## config.mk

```make
export PLATFORM = sky130hd
export DESIGN_NAME = mesh_frame_loader_flat
export DESIGN_NICKNAME = d
export VERILOG_FILES = /design/src/rtl/mesh_sort_pkg.sv /design/src/rtl/mesh_frame_loader_if.sv /design/src/rtl/mesh_frame_loader.sv /design/src/flat_wrapper.sv
export SDC_FILE = /design/constraint.sdc
export NUM_CORES = 1
export LEC_CHECK = 0
export ABC_AREA = 1
export CAP_MARGIN = 10
export CORE_AREA = 2 2 140 88
export DETAILED_ROUTE_END_ITERATION = 10
export DIE_AREA = 0 0 142 90
export PLACE_DENSITY = 0.92
export SKIP_LAST_GASP = 1
export SLEW_MARGIN = 20
export SYNTH_ARGS = -nofsm -noshare
export SYNTH_HDL_FRONTEND = slang
export SYNTH_SLANG_ARGS = --single-unit
```

## constraint.sdc

```tcl
create_clock -name clk -period 10.3 [get_ports clk]
set_clock_uncertainty 0.2 [all_clocks]
set_input_delay 1.545 -clock clk [delete_from_list [all_inputs] [get_ports clk]]
set_output_delay 1.545 -clock clk [all_outputs]
set_load 0.005 [all_outputs]
```

## src/rtl/mesh_sort_pkg.sv

```systemverilog
// Constants and state encodings shared by the mesh frame loader and the
// downstream mesh sorter.
package mesh_sort_pkg;

    localparam int MESH_N        = 4;
    localparam int MESH_WIDTH    = 8;
    localparam int FRAME_COUNT_W = 16;

    typedef enum logic {
        FILL = 1'b0,
        HOLD = 1'b1
    } loader_state_e;

endpackage

```

## src/rtl/mesh_frame_loader_if.sv

```systemverilog
// Element stream in, assembled frame out: the bus between source, loader and sorter.
// The slave modport is the loader's view; master is the surrounding environment.
interface mesh_frame_loader_if import mesh_sort_pkg::*; #(
    parameter int N     = MESH_N,
    parameter int WIDTH = MESH_WIDTH
) ();

    logic                     in_valid;
    logic                     in_ready;
    logic [WIDTH-1:0]         in_data;
    logic                     in_last;
    logic [N*N*WIDTH-1:0]     matrix_out;
    logic                     out_valid;
    logic                     out_ready;
    logic                     frame_err;
    logic [FRAME_COUNT_W-1:0] frame_count;

    modport master (
        output in_valid, in_data, in_last, out_ready,
        input  in_ready, matrix_out, out_valid, frame_err, frame_count
    );

    modport slave (
        input  in_valid, in_data, in_last, out_ready,
        output in_ready, matrix_out, out_valid, frame_err, frame_count
    );

endinterface

```

## src/rtl/mesh_frame_loader.sv

```systemverilog
// Collects N*N streamed elements row-major into one frame, holds it until the
// sorter takes it, and flags frames whose in_last marker is misplaced.
module mesh_frame_loader import mesh_sort_pkg::*; #(
    parameter int N     = MESH_N,
    parameter int WIDTH = MESH_WIDTH
) (
    input  logic                clk,
    input  logic                reset,
    mesh_frame_loader_if.slave  bus
);

    localparam int SLOTS = N * N;
    localparam int IDX_W = $clog2(SLOTS);
    localparam logic [IDX_W-1:0] LAST_IDX = IDX_W'(SLOTS - 1);

    loader_state_e            state_q, state_d;
    logic [IDX_W-1:0]         idx_q, idx_d;
    logic [SLOTS*WIDTH-1:0]   matrix_q, matrix_d;
    logic                     frame_err_q, frame_err_d;
    logic [FRAME_COUNT_W-1:0] frame_count_q, frame_count_d;
    logic                     accept;

    // Ready depends only on registered state, so there is no input-to-ready path.
    assign bus.in_ready    = (state_q == FILL);
    assign bus.out_valid   = (state_q == HOLD);
    assign bus.matrix_out  = matrix_q;
    assign bus.frame_err   = frame_err_q;
    assign bus.frame_count = frame_count_q;
    assign accept          = bus.in_valid && (state_q == FILL);

    always_comb begin
        state_d       = state_q;
        idx_d         = idx_q;
        matrix_d      = matrix_q;
        frame_err_d   = 1'b0;
        frame_count_d = frame_count_q;
        unique case (state_q)
            FILL: begin
                if (accept) begin
                    for (int s = 0; s < SLOTS; s++) begin
                        if (idx_q == IDX_W'(s)) begin
                            matrix_d[s*WIDTH +: WIDTH] = bus.in_data;
                        end
                    end
                    // A missing last still completes the frame; an early last drops it.
                    if (idx_q == LAST_IDX) begin
                        state_d     = HOLD;
                        idx_d       = '0;
                        frame_err_d = !bus.in_last;
                    end else if (bus.in_last) begin
                        idx_d       = '0;
                        frame_err_d = 1'b1;
                    end else begin
                        idx_d = idx_q + IDX_W'(1);
                    end
                end
            end
            HOLD: begin
                if (bus.out_ready) begin
                    state_d       = FILL;
                    idx_d         = '0;
                    frame_count_d = frame_count_q + FRAME_COUNT_W'(1);
                end
            end
            default: state_d = FILL;
        endcase
    end

    always_ff @(posedge clk or posedge reset) begin
        if (reset) begin
            state_q       <= FILL;
            idx_q         <= '0;
            matrix_q      <= '0;
            frame_err_q   <= 1'b0;
            frame_count_q <= '0;
        end else begin
            state_q       <= state_d;
            idx_q         <= idx_d;
            matrix_q      <= matrix_d;
            frame_err_q   <= frame_err_d;
            frame_count_q <= frame_count_d;
        end
    end

endmodule
```

## src/flat_wrapper.sv

```systemverilog
// flat-port wrapper written by rule: the top's interface ports become plain ports
module mesh_frame_loader_flat import mesh_sort_pkg::*;
#(
    parameter int N     = MESH_N,
    parameter int WIDTH = MESH_WIDTH
)
  (clk, reset, bus_in_valid, bus_in_data, bus_in_last, bus_out_ready, bus_in_ready, bus_matrix_out, bus_out_valid, bus_frame_err, bus_frame_count);
  mesh_frame_loader_if #(.N(N), .WIDTH(WIDTH)) bus_i ();
  input  logic clk;
  input  logic reset;
  input wire logic [$bits(bus_i.in_valid)-1:0] bus_in_valid;
  input wire logic [$bits(bus_i.in_data)-1:0] bus_in_data;
  input wire logic [$bits(bus_i.in_last)-1:0] bus_in_last;
  input wire logic [$bits(bus_i.out_ready)-1:0] bus_out_ready;
  output wire logic [$bits(bus_i.in_ready)-1:0] bus_in_ready;
  output wire logic [$bits(bus_i.matrix_out)-1:0] bus_matrix_out;
  output wire logic [$bits(bus_i.out_valid)-1:0] bus_out_valid;
  output wire logic [$bits(bus_i.frame_err)-1:0] bus_frame_err;
  output wire logic [$bits(bus_i.frame_count)-1:0] bus_frame_count;
  assign bus_i.in_valid = bus_in_valid;
  assign bus_i.in_data = bus_in_data;
  assign bus_i.in_last = bus_in_last;
  assign bus_i.out_ready = bus_out_ready;
  assign bus_in_ready = bus_i.in_ready;
  assign bus_matrix_out = bus_i.matrix_out;
  assign bus_out_valid = bus_i.out_valid;
  assign bus_frame_err = bus_i.frame_err;
  assign bus_frame_count = bus_i.frame_count;
  mesh_frame_loader #(.N(N), .WIDTH(WIDTH)) u_core (.clk(clk), .reset(reset), .bus(bus_i));
endmodule
```

After elaboration in Yosys (flattened, before gate mapping)

Cells that the tools add are included.
W data, S select, Z words.

Register bits after elaboration: 150
Input bits: 13
Output and inout port bits: 147
Word-level logic and storage cells: 74

$add $sub $neg: 2
Equal/unequal tests: 17
Mux-type cells: 13
Bitwise gates (word level): 1
Reductions and logical operators: 21

Operators by type and width:

| cell                    | count |
|---|---|
| $reduce_and A3 Y1       | 16 |
| $eq A4 B4 Y1 const B    | 8 |
| $add A16 B1 Y16 const B | 1 |
| $eq A4 B3 Y1 const B    | 4 |
| $mux W4                 | 4 |
| $eq A4 B2 Y1 const B    | 2 |
| $pmux W4 S2             | 1 |
| $mux W1                 | 7 |
| $add A4 B1 Y4 const B   | 1 |
| $eq A4 B1 Y1 const B    | 1 |
| $logic_not A4 Y1        | 1 |
| $reduce_and A2 Y1       | 2 |
| $ne A2 B1 Y1 const B    | 1 |
| $ne A2 B2 Y1 const B    | 1 |
| $pmux W1 S2             | 1 |
| $logic_and A1 B1 Y1     | 1 |
| $logic_not A1 Y1        | 1 |
| $not A1 Y1              | 1 |

Longest topological paths before layout

Gate-level depths: netlist of the first run.

Depth in word-level cells: 5
Mapped depth: 8
Depth with buffers taken out: 8

Least setup slack after synthesis of the first run

No wires, ideal clock.

Path type: in2reg
From: input port bus_in_valid
To: register u_core.matrix_q[88], in the netlist u_core.bus.matrix_out[88]
Setup time: 0.077 ns
Arrival: 2.280 ns
Data required time: 10.023 ns
Path slack: 7.742 ns
Stages on the path: 7
Buffers on the path: 1
Cells stage by stage: nand2_2 > inv_4 > nand2_1 > nor2_4 > buf_6 > nor2_1 > a21oi_1

Cells in the longest elaborated chain, start to end: 2

Ends and longest elaborated chain:

| element                            | line                    | source |
|---|---|---|
| start, declared                    | flat_wrapper.sv:11      | `input wire logic [$bits(bus_i.in_valid)-1:0] bus_in_valid;` |
| $logic_and A1 B1 Y1                | mesh_frame_loader.sv:29 | `assign accept = bus.in_valid && (state_q == FILL);` |
| $reduce_and A3 Y1 (no source line) | n/a                     |  |
| end signal, assigned               | mesh_frame_loader.sv:79 | `matrix_q <= matrix_d;` |
| end, declared                      | mesh_frame_loader.sv:18 | `logic [SLOTS*WIDTH-1:0] matrix_q, matrix_d;` |

No other way between the ends.
A chain may end at the register's enable or synchronous reset.

==> run metrics, run 1 <==
height of the die=90 µm; cts-stage hold buffer count=0; aggregate negative setup slack=0 ns; sequential-to-total area share from yosys stat=64.1%; sink count of the clock tree=150; violation count after the first detailed-route iteration=319; count of buffers inserted at the top-level ports=159; unrepaired setup endpoints after global routing=no; cells traversed along the worst timing path=clkdlybuf4s50_1 > inv_6 > buf_4; drt first pass iters=4; via count of the first global-routing pass=4775; required time worst endpoint=10.51 ns; highest-count cells in the layout ignoring fill and taps=clkdlybuf4s50_1 (159), dfrtp_1 (150), nor2_1 (103); net count after synthesis=605; number of gates resized after CTS=0; maximum fanout along the worst path=76; total power divided by cell area=245 nW/µm²; WL per Instance=17.7 µm; syn_area_per_cell=9.97 µm²; CP Data Arrival Time=3.44 ns; Worst Setup Path Type=in -> async; die extent in x=142 µm; largest net degree at the start of global routing=77; DRC violations left=0; Final Hold Violating Endpoints=0; transition at the pin with the smallest max-transition slack=0.943 ns; count of cells along the worst hold path=2; Yosys Warn Count=0; fmax=309 MHz; fraction of final layout cells sized beyond drive strength 1=7.17%; leakage power figure=3.66 nW; worst r2r path cells=4; Worst Setup Start Kind=input port; kind of path behind the tightest hold check=reg -> reg; Setup Fix Bufs, Post-CTS=0; post-route total power=1.98 mW; DP HPWL=10700 µm; number of rows created at floorplan=31; peak per-stage delay on the critical path=0.85 ns; clock latency on the worst-skew pair=0.41 ns; category of the worst setup path capture point=asynchronous set/reset pin; number of antenna violations at the first check in global routing=0; most common library cell in the layout ignoring fill and taps=clkdlybuf4s50_1; standard cell with the maximum stage delay on the critical path=buf_4; footprint of the flip-flops and latches=3750 µm²; number of top-level pins=160; headroom to the max-slew limit=37.2%; largest voltage drop on the vdd net=0.161 mV; combined area of the multi-input logic cells=1820 µm²; Die ar.=12800 µm²; placer congestion estimate=0.826; area growth from synthesis to layout=38.1%; result of the run=complete, no violations; cells after synthesis=587; via count=4798; global-route usage over all layers=26.1%; remaining global-route overflow=0; reported max-cap violation count=0; synthesized area=5850 µm²; post-synthesis sequential element count=150; global-route wire length before repair=25500 µm; sum of routed wire length over all layers=15900 µm; via-per-instance ratio=5.33; number of fill cells=793; CORE AREA=11600 µm²; residual antenna-violating net count after detailed routing=0; effective utilization at floorplan=50.5%; post-route fraction of the period consumed by the critical path=31.4%; largest buffer count on any clock path=2; net total in the final layout=759; TritonCTS clock tree=built; Max Slew Vio Count=0; deepest level of the CTS H-tree=4; Num CTS Buffers=17; number of unique standard cell types used by synthesis=24; Final setup viols=0; number of inserted diodes=0; clk slew on worst S/H paths=0.06 ns; Clock Root Buffer=clkbuf_16; minimum period implied by the final worst setup slack=3.23 ns
## cell families (layout without fill, tap and decap cells)
group | count (synthesis) | count (layout) | share of synthesized area (%)
AOI/OAI and AO/OA | 136 | 136 | 11.6
xor gates and xnor gates | 10 | 10 | 1.50
adders and majority gates | 5 | 5 | 1.07
buffers and inverters | 59 | 225 | 4.74
DFF | 150 | 150 | 64.1
and+or+nand+nor | 227 | 227 | 16.9
## through the flow
step	hold slack, ns	cell area [µm²]	cells	util, %	worst slack [ns]
final	0.287	8080	901	69.7	7.07
after global routing	0.326	8080	901	69.7	6.76
after CTS	0.290	8080	901	69.7	6.97
after detailed placement	0.274	7500	870	64.6	6.54
after global placement	0.266	7500	870	64.6	6.62
after floorplan	0.276	5850	587	-	4.52
## area by class of cell
cell class,instances,share of cell area (%)
inverters,34,1.67
repair buffers,160,19.8
clock buffers,17,5.26
multi-input cells,378,22.6
clock inverters,14,2.01
flip-flops and latches,150,46.4
well taps,148,2.29
## critical path: cells and delay by family
kind	cells	cell delay, ns
buffers and inverters	3	1.81
## cell usage after synthesis
master    instances  area share (%)
a21oi_1          89             7.6
buf_2             4            0.34
buf_4             9             1.2
buf_6             2            0.38
clkbuf_1         10            0.64
dfrtp_1         150              64
ha_1              5             1.1
inv_1            31             2.0
inv_2             2            0.13
inv_4             1            0.11
nand2_1          85             5.4
nand2_2           6            0.64
nand3_1          11            0.94
nand3b_1          1            0.13
nand4_1           8            0.85
nor2_1          103             6.6
nor2_2            1            0.11
nor2_4           11             2.1
nor3_1            1           0.085
o21ai_0          35             3.0
o21ai_1          11            0.94
o22ai_1           1            0.11
xnor2_1           4            0.60
xor2_1            6            0.90
## flip-flops by register name, summed over array words and instances, names as in the netlist
signal and flops:
u_core.bus.matrix_out 128, u_core.bus.frame_count 16, u_core.idx_q 4, u_core.bus.frame_err 1, u_core.bus.out_valid 1
## power by group
group	total (mW)	internal (mW)	switching [mW]
logic	0.518	0.317	0.201
registers	0.842	0.739	0.103
clock network	0.619	0.362	0.258
total	1.98	1.42	0.561
## final timing paths
path / startpoint / endpoint / slack, ns
worst max-delay path: reset / u_core.bus.matrix_out[110] / 7.07
worst min-delay path: u_core.bus.matrix_out[28] / u_core.bus.matrix_out[28] / 0.29
worst max register to register: u_core.idx_q[0] / u_core.bus.matrix_out[2] / 8.40
worst min register to register: u_core.bus.matrix_out[28] / u_core.bus.matrix_out[28] / 0.29
max in group clk: u_core.bus.out_valid / bus_in_ready / 7.14
min in group asynchronous: reset / u_core.bus.matrix_out[40] / 1.42
## routing by layer
metal  global-route usage, %  wire, µm
met2                    41.0      7610
met4                    7.75       246
met5                       0         0
met3                    7.25      1210
met1                    35.8      6860
No activity file was read; power rests on OpenSTA's default activity.
==> inputs of run 2 (changes only) <==
--- a/config.mk
+++ b/config.mk
@@ -7,10 +7,10 @@
 export LEC_CHECK = 0
 export ABC_AREA = 1
 export CAP_MARGIN = 10
-export CORE_AREA = 2 2 140 88
+export CORE_AREA = 2 2 146 91
 export DETAILED_ROUTE_END_ITERATION = 10
-export DIE_AREA = 0 0 142 90
-export PLACE_DENSITY = 0.92
+export DIE_AREA = 0 0 148 93
+export PLACE_DENSITY = 0.87
 export SKIP_LAST_GASP = 1
 export SLEW_MARGIN = 20
 export SYNTH_ARGS = -nofsm -noshare
==> constraint.sdc (replaced) <==
create_clock -name clk -period 3.1 [get_ports clk]
set_clock_uncertainty 0.2 [all_clocks]
set_input_delay 0.465 -clock clk [delete_from_list [all_inputs] [get_ports clk]]
set_output_delay 0.465 -clock clk [all_outputs]
set_load 0.005 [all_outputs]
==> run 2 against run 1 <==
Effect of this change:
- register-to-register slack worse by 7.2 ns
- flip-flop and latch count stayed put
- via count is 2.1% lower
- first-iteration DRC count is 7.8% lower
- largest cell class unchanged
- core utilization is 4.0 points lower
- largest power group unchanged
- combinational power grew to 3.3 times the previous value
- critical endpoint is now bus_frame_count[6]
- count of clock-buffer cells in the layout is 1 higher
==> run metrics, run 2 (same netlist as run 1, synthesis figures left out) <==
pre-CTS setup slack=0.837 ns (-5.71 ns); sink count of the clock tree=150 (unchanged); Worst Setup Path Type=reg -> out; cts-stage hold buffer count=0 (unchanged); count of buffers inserted at the top-level ports=159 (unchanged); transition at the pin with the smallest max-transition slack=0.785 ns (-0.158 ns); aggregate negative setup slack=0 ns (unchanged); leakage power figure=3.71 nW (+1.5%); post-route total power=6.73 mW (+240%); largest net degree at the start of global routing=51 (-34%); global-route wire length before repair=24800 µm (-2.9%); category of the worst setup path capture point=output port; number of rows created at floorplan=32 (+3.2%); power dissipated by switching net loads=1.78 mW (+220%); global-route usage over all layers=23.7% (-2.4 points); largest voltage drop on the vdd net=0.482 mV (+200%); largest buffer count on any clock path=2 (unchanged); area growth from synthesis to layout=40.2%; net total in the final layout=763 (+0.53%); Final setup viols=0 (unchanged); post-route fraction of the period consumed by the critical path=67.9%; sum of routed wire length over all layers=15400 µm (-3.3%); standard cell with the maximum stage delay on the critical path=clkdlybuf4s50_1; maximum fanout along the worst path=6 (-92%); combinational group share of total power=25.6% (-0.6 points); total power divided by cell area=819 nW/µm² (+230%); via-per-instance ratio=5.07 (-4.7%); placer congestion estimate=0.830 (+0.45%); effective utilization at floorplan=46.9% (-3.6 points); Max Slew Vio Count=0 (unchanged); CORE AREA=12500 µm² (+7.7%); DP HPWL=10600 µm (-1.4%); total non-filler cell area in the finished layout=8210 µm² (+1.5%); highest-count cells in the layout ignoring fill and taps=clkdlybuf4s50_1 (159), dfrtp_1 (150), nor2_1 (103); clock latency on the worst-skew pair=0.41 ns (about the same); Final Hold Violating Endpoints=0 (unchanged); number of top-level pins=160 (unchanged); remaining global-route overflow=0 (unchanged); cells traversed along the worst timing path=clkdlybuf4s50_1; number of flip-flops under the largest register name=128 (unchanged); DRC violations left=0 (unchanged); via count of the first global-routing pass=4598 (-3.7%); minimum setup slack in the final design=0.994 ns (-6.07 ns); Setup Fix Bufs, Post-CTS=0 (unchanged); Num CTS Buffers=17 (unchanged); drt first pass iters=7 (+3); placed cell count=896 (+3.0%); result of the run=complete, no violations; minimum period implied by the final worst setup slack=2.11 ns; most common library cell in the layout ignoring fill and taps=clkdlybuf4s50_1; reported max-cap violation count=0 (unchanged); final cell count without fillers=926 (+2.8%); required time worst endpoint=2.43 ns (-8.08 ns); CP Data Arrival Time=1.44 ns (-2.00 ns); number of gates resized after CTS=0 (unchanged); fraction of final layout cells sized beyond drive strength 1=7.41% (+0.24 points); via count=4698 (-2.1%); Clock Power Share=33.1% (+1.8 points); category of cells accounting for the largest share of critical-path delay=buffers and inverters; fmax=475 MHz; worst path bufs/invs=1 (-2); deepest level of the CTS H-tree=4 (unchanged); peak per-stage delay on the critical path=0.56 ns (-0.29 ns); die extent in x=148 µm (+4.2%); residual antenna-violating net count after detailed routing=0 (unchanged); WL per Instance=16.6 µm (-5.9%); TritonCTS clock tree=built; Die ar.=13800 µm² (+7.7%); design internal power=4.94 mW (+250%); violation count after the first detailed-route iteration=294 (-7.8%); unrepaired setup endpoints after global routing=no; fraction of power consumed by sequential logic=41.4% (-1.1 points); height of the die=93 µm (+3.3%); kind of path behind the tightest hold check=reg -> reg; Worst Setup Start Kind=flip-flop; headroom to the max-slew limit=47.6% (+10 points); Switching Fraction=26.5% (-1.8 points); clk slew on worst S/H paths=0.06 ns (about the same); number of antenna violations at the first check in global routing=0 (unchanged); Clock Root Buffer=clkbuf_16; number of inserted diodes=0 (unchanged); total cell area at the placement stage=7580 µm² (+1.1%)
run 2: path summary, 6_finish.rpt:
kind / start / endpoint / slack, ns / depth (start not counted)
max: u_core.bus.frame_count[6] / bus_frame_count[6] / 0.99 / 1
max reg2reg: u_core.idx_q[0] / u_core.bus.matrix_out[21] / 1.23 / 4
min: u_core.bus.matrix_out[0] / u_core.bus.matrix_out[0] / 0.29 / 2
min reg2reg: u_core.bus.matrix_out[0] / u_core.bus.matrix_out[0] / 0.29 / 2
min in group asynchronous: reset / u_core.bus.matrix_out[12] / 0.35 / 2
max in group asynchronous: reset / u_core.bus.matrix_out[39] / 1.64 / 3
run 2: layer usage:
layer / track usage, % / share of wire [%]
met1: 34.2 / 46
met4: 5.16 / 0.37
met3: 6.93 / 8.3
met2: 36.0 / 45
met5: 0 / 0
run 2: power groups by stage:
stage          logic, mW  clock network (mW)  registers (mW)
3_3_place_gp        1.67                   0            2.78
4_1_cts             1.74                2.25            2.78
6_report            1.72                2.23            2.78
2_1_floorplan      0.510                   0            2.79
5_1_grt             1.88                2.36            2.84
3_5_place_dp        1.73                   0            2.79
run 2: per-stage QoR:
step	utilization (%)	hold slack, ns
6_report	65.7	0.286
5_1_grt	65.7	0.304
4_1_cts	65.7	0.289
3_5_place_dp	60.7	0.273
3_3_place_gp	60.7	0.265
2_1_floorplan	-	0.276
run 2: final cells by class:
cell class	instances	area [µm²]
clock buffer	18	429
inverter	34	134
fill	1011	4280
sequential	150	3750
tap	170	213
timing repair buffer	164	1650
multi-input combinational	378	1820
clock inverter	12	203
==> inputs of run 3 (changes only) <==
--- a/config.mk
+++ b/config.mk
@@ -7,10 +7,10 @@
 export LEC_CHECK = 0
 export ABC_AREA = 1
 export CAP_MARGIN = 10
-export CORE_AREA = 2 2 146 91
+export CORE_AREA = 2 2 154 96
 export DETAILED_ROUTE_END_ITERATION = 10
-export DIE_AREA = 0 0 148 93
-export PLACE_DENSITY = 0.87
+export DIE_AREA = 0 0 156 98
+export PLACE_DENSITY = 0.82
 export SKIP_LAST_GASP = 1
 export SLEW_MARGIN = 20
 export SYNTH_ARGS = -nofsm -noshare
==> constraint.sdc (replaced) <==
create_clock -name clk -period 1.75 [get_ports clk]
set_clock_uncertainty 0.2 [all_clocks]
set_input_delay 0.2625 -clock clk [delete_from_list [all_inputs] [get_ports clk]]
set_output_delay 0.2625 -clock clk [all_outputs]
set_load 0.005 [all_outputs]
==> run 3 against run 2 <==
Effect of this change:
- first-iteration DRC count fell by 20%
- count of clock-buffer cells in the layout did not move
- clock power rose by 76%
- wire length rose by 9.3%
- global-route usage fell by 1.8 points
- via count rose by 5.5%
- worst hold slack got worse by 0.0060 ns
- final cell count rose by 7.9%
- sequential power rose by 75%
- largest cell class unchanged
- largest power group unchanged
==> run metrics, run 3 (same netlist as run 1, synthesis figures left out) <==
maximum fanout along the worst path=2 (-4); Hold Crit Start=u_core.bus.matrix_out[22]; global-route usage over all layers=21.9% (-1.8 points); minimum period implied by the final worst setup slack=1.75 ns; drt first pass iters=5 (-2); register-to-register setup slack=0.10 ns (-1.13 ns); Num CTS Buffers=17 (unchanged); met3 Use GR=6.04% (-0.89 points); worst path bufs/invs=1 (unchanged); DP HPWL=10600 µm (+0.21%); Final Util=64.2% (-1.5 points); category of cells accounting for the largest share of critical-path delay=buffers and inverters; leakage power figure=5.37 nW (+45%); number of rows created at floorplan=34 (+6.3%); required time worst endpoint=1.29 ns (-1.14 ns); number of inserted diodes=0 (unchanged); result of the run=complete, no violations; largest voltage drop on the vdd net=0.773 mV (+60%); sink count of the clock tree=150 (unchanged); placed cell count=927 (+3.5%); clk slew on worst S/H paths=0.06 ns (about the same); global routing usage on met1=31.2% (-3.0 points); Max Slew Vio Count=0 (unchanged); number of flip-flops under the largest register name=128 (unchanged); Die ar.=15300 µm² (+11%); worst setup path startpoint=u_core.bus.matrix_out[80]; standard cell with the maximum stage delay on the critical path=clkdlybuf4s50_1; CP Data Arrival Time=1.28 ns (-0.16 ns); most congested layer reported by global routing=met2; kind of path behind the tightest hold check=reg -> reg; Worst Setup Start Kind=flip-flop; global-route wire length before repair=25800 µm (+4.1%); largest buffer count on any clock path=2 (unchanged); number of antenna violations at the first check in global routing=0 (unchanged); via count of the first global-routing pass=4799 (+4.4%); violation count after the first detailed-route iteration=235 (-20%); unrepaired setup endpoints after global routing=yes; residual antenna-violating net count after detailed routing=0 (unchanged); effective utilization at floorplan=41.8% (-5.0 points); met2 track utilization from global routing=33.8% (-2.2 points); number of fill cells=1120 (+11%); total power divided by cell area=1310 nW/µm² (+60%); most common library cell in the layout ignoring fill and taps=dfrtp_1; WL per Instance=16.8 µm (+1.3%); via-per-instance ratio=4.96 (-2.2%); area growth from synthesis to layout=53.5%; transition at the pin with the smallest max-transition slack=0.752 ns (-0.0324 ns); final cell count without fillers=999 (+7.9%); cells traversed along the worst timing path=clkdlybuf4s50_1; net total in the final layout=825 (+8.1%); category of the worst setup path capture point=output port; post-route fraction of the period consumed by the critical path=99.8%; die extent in x=156 µm (+5.4%); count of buffers inserted at the top-level ports=159 (unchanged); reported max-cap violation count=0 (unchanged); highest-count cells in the layout ignoring fill and taps=dfrtp_1 (147), nor2_1 (102), a21oi_1 (89); number of top-level pins=160 (unchanged); largest net degree at the start of global routing=59 (+16%); via count=4957 (+5.5%); TritonCTS clock tree=built; remaining global-route overflow=0 (unchanged); fraction of final layout cells sized beyond drive strength 1=15.4% (+8.0 points); Final Hold Violating Endpoints=0 (unchanged); Clock Root Buffer=clkbuf_16; Final setup viols=0 (unchanged); fmax=572 MHz; peak per-stage delay on the critical path=0.51 ns (-0.05 ns); DRC violations left=0 (unchanged); clock latency on the worst-skew pair=0.41 ns (about the same); Worst Setup Path Type=reg -> out; sum of routed wire length over all layers=16800 µm (+9.3%); CORE AREA=14000 µm² (+12%); deepest level of the CTS H-tree=4 (unchanged); reg2reg start=u_core.bus.out_valid; headroom to the max-slew limit=49.8% (+2.2 points); placer congestion estimate=0.893 (+7.6%); height of the die=98 µm (+5.4%)
==> run 3: changes by cell type in the layout (fill, tap and decap cells not counted), sizes merged <==
cell,before,now
clkdlybuf4s50,159,21
dlygate4sd2,0,72
dlymetal6s2s,0,66
buf,5,66
bufinv,5,4
clkinvlp,2,3
dlygate4sd3,0,1
inv,35,36
==> run 3: path summary, 6_finish.rpt <==
path	end	depth (start not counted)
max	bus_matrix_out[80]	1
min reg2reg	u_core.bus.matrix_out[22]	2
max in group asynchronous	u_core.bus.matrix_out[96]	4
max reg2reg	u_core.bus.matrix_out[80]	9
min	u_core.bus.matrix_out[22]	2
min in group asynchronous	u_core.bus.matrix_out[127]	3
==> run 3: final cells by class <==
cell class	instances	area (µm²)	area share, %
clock buffer	18	439	4.89
multi-input combinational	378	1850	20.5
inverter	34	136	1.52
sequential	150	3760	41.8
tap	180	225	2.51
clock inverter	13	195	2.17
timing repair buffer	226	2390	26.6
==> run 3: power breakdown <==
| group | internal, mW | switching, mW |
|---|---|---|
| registers | 4.35 | 0.525 |
| clock network | 2.45 | 1.48 |
| logic | 1.72 | 1.27 |
==> run 3: metrics by stage <==
stage	setup TNS (ns)	worst slack, ns	power, mW	area (µm²)	hold slack, ns
6_report	0	0.00274	11.8	8990	0.280
5_1_grt	-0.0757	-0.0413	12.4	8990	0.300
4_1_cts	-0.0903	-0.0903	11.8	8670	0.287
3_5_place_dp	-5.77	-0.126	8.03	7940	0.272
3_3_place_gp	-2.79	-0.0784	7.91	7940	0.264
2_1_floorplan	-90.22	-0.601	5.84	5860	0.159
==> run 3: per-layer routing <==
layer  wire (µm)  vias up
met1        7640     2421
met4         108        0
met5           0        -
met3        1300        9
li1            -     2349
met2        7760      178
==> run 3: timing repair <==
item / in CTS / in global routing
cloned: 0 / 0
hold endpoints to repair: 6 / 0
hold buffers: 1 / 0
buffers inserted: 23 / 17
endpoints found under the setup margin: 83 / 108
pin swaps: 0 / 1
gates resized for setup: 76 / 75
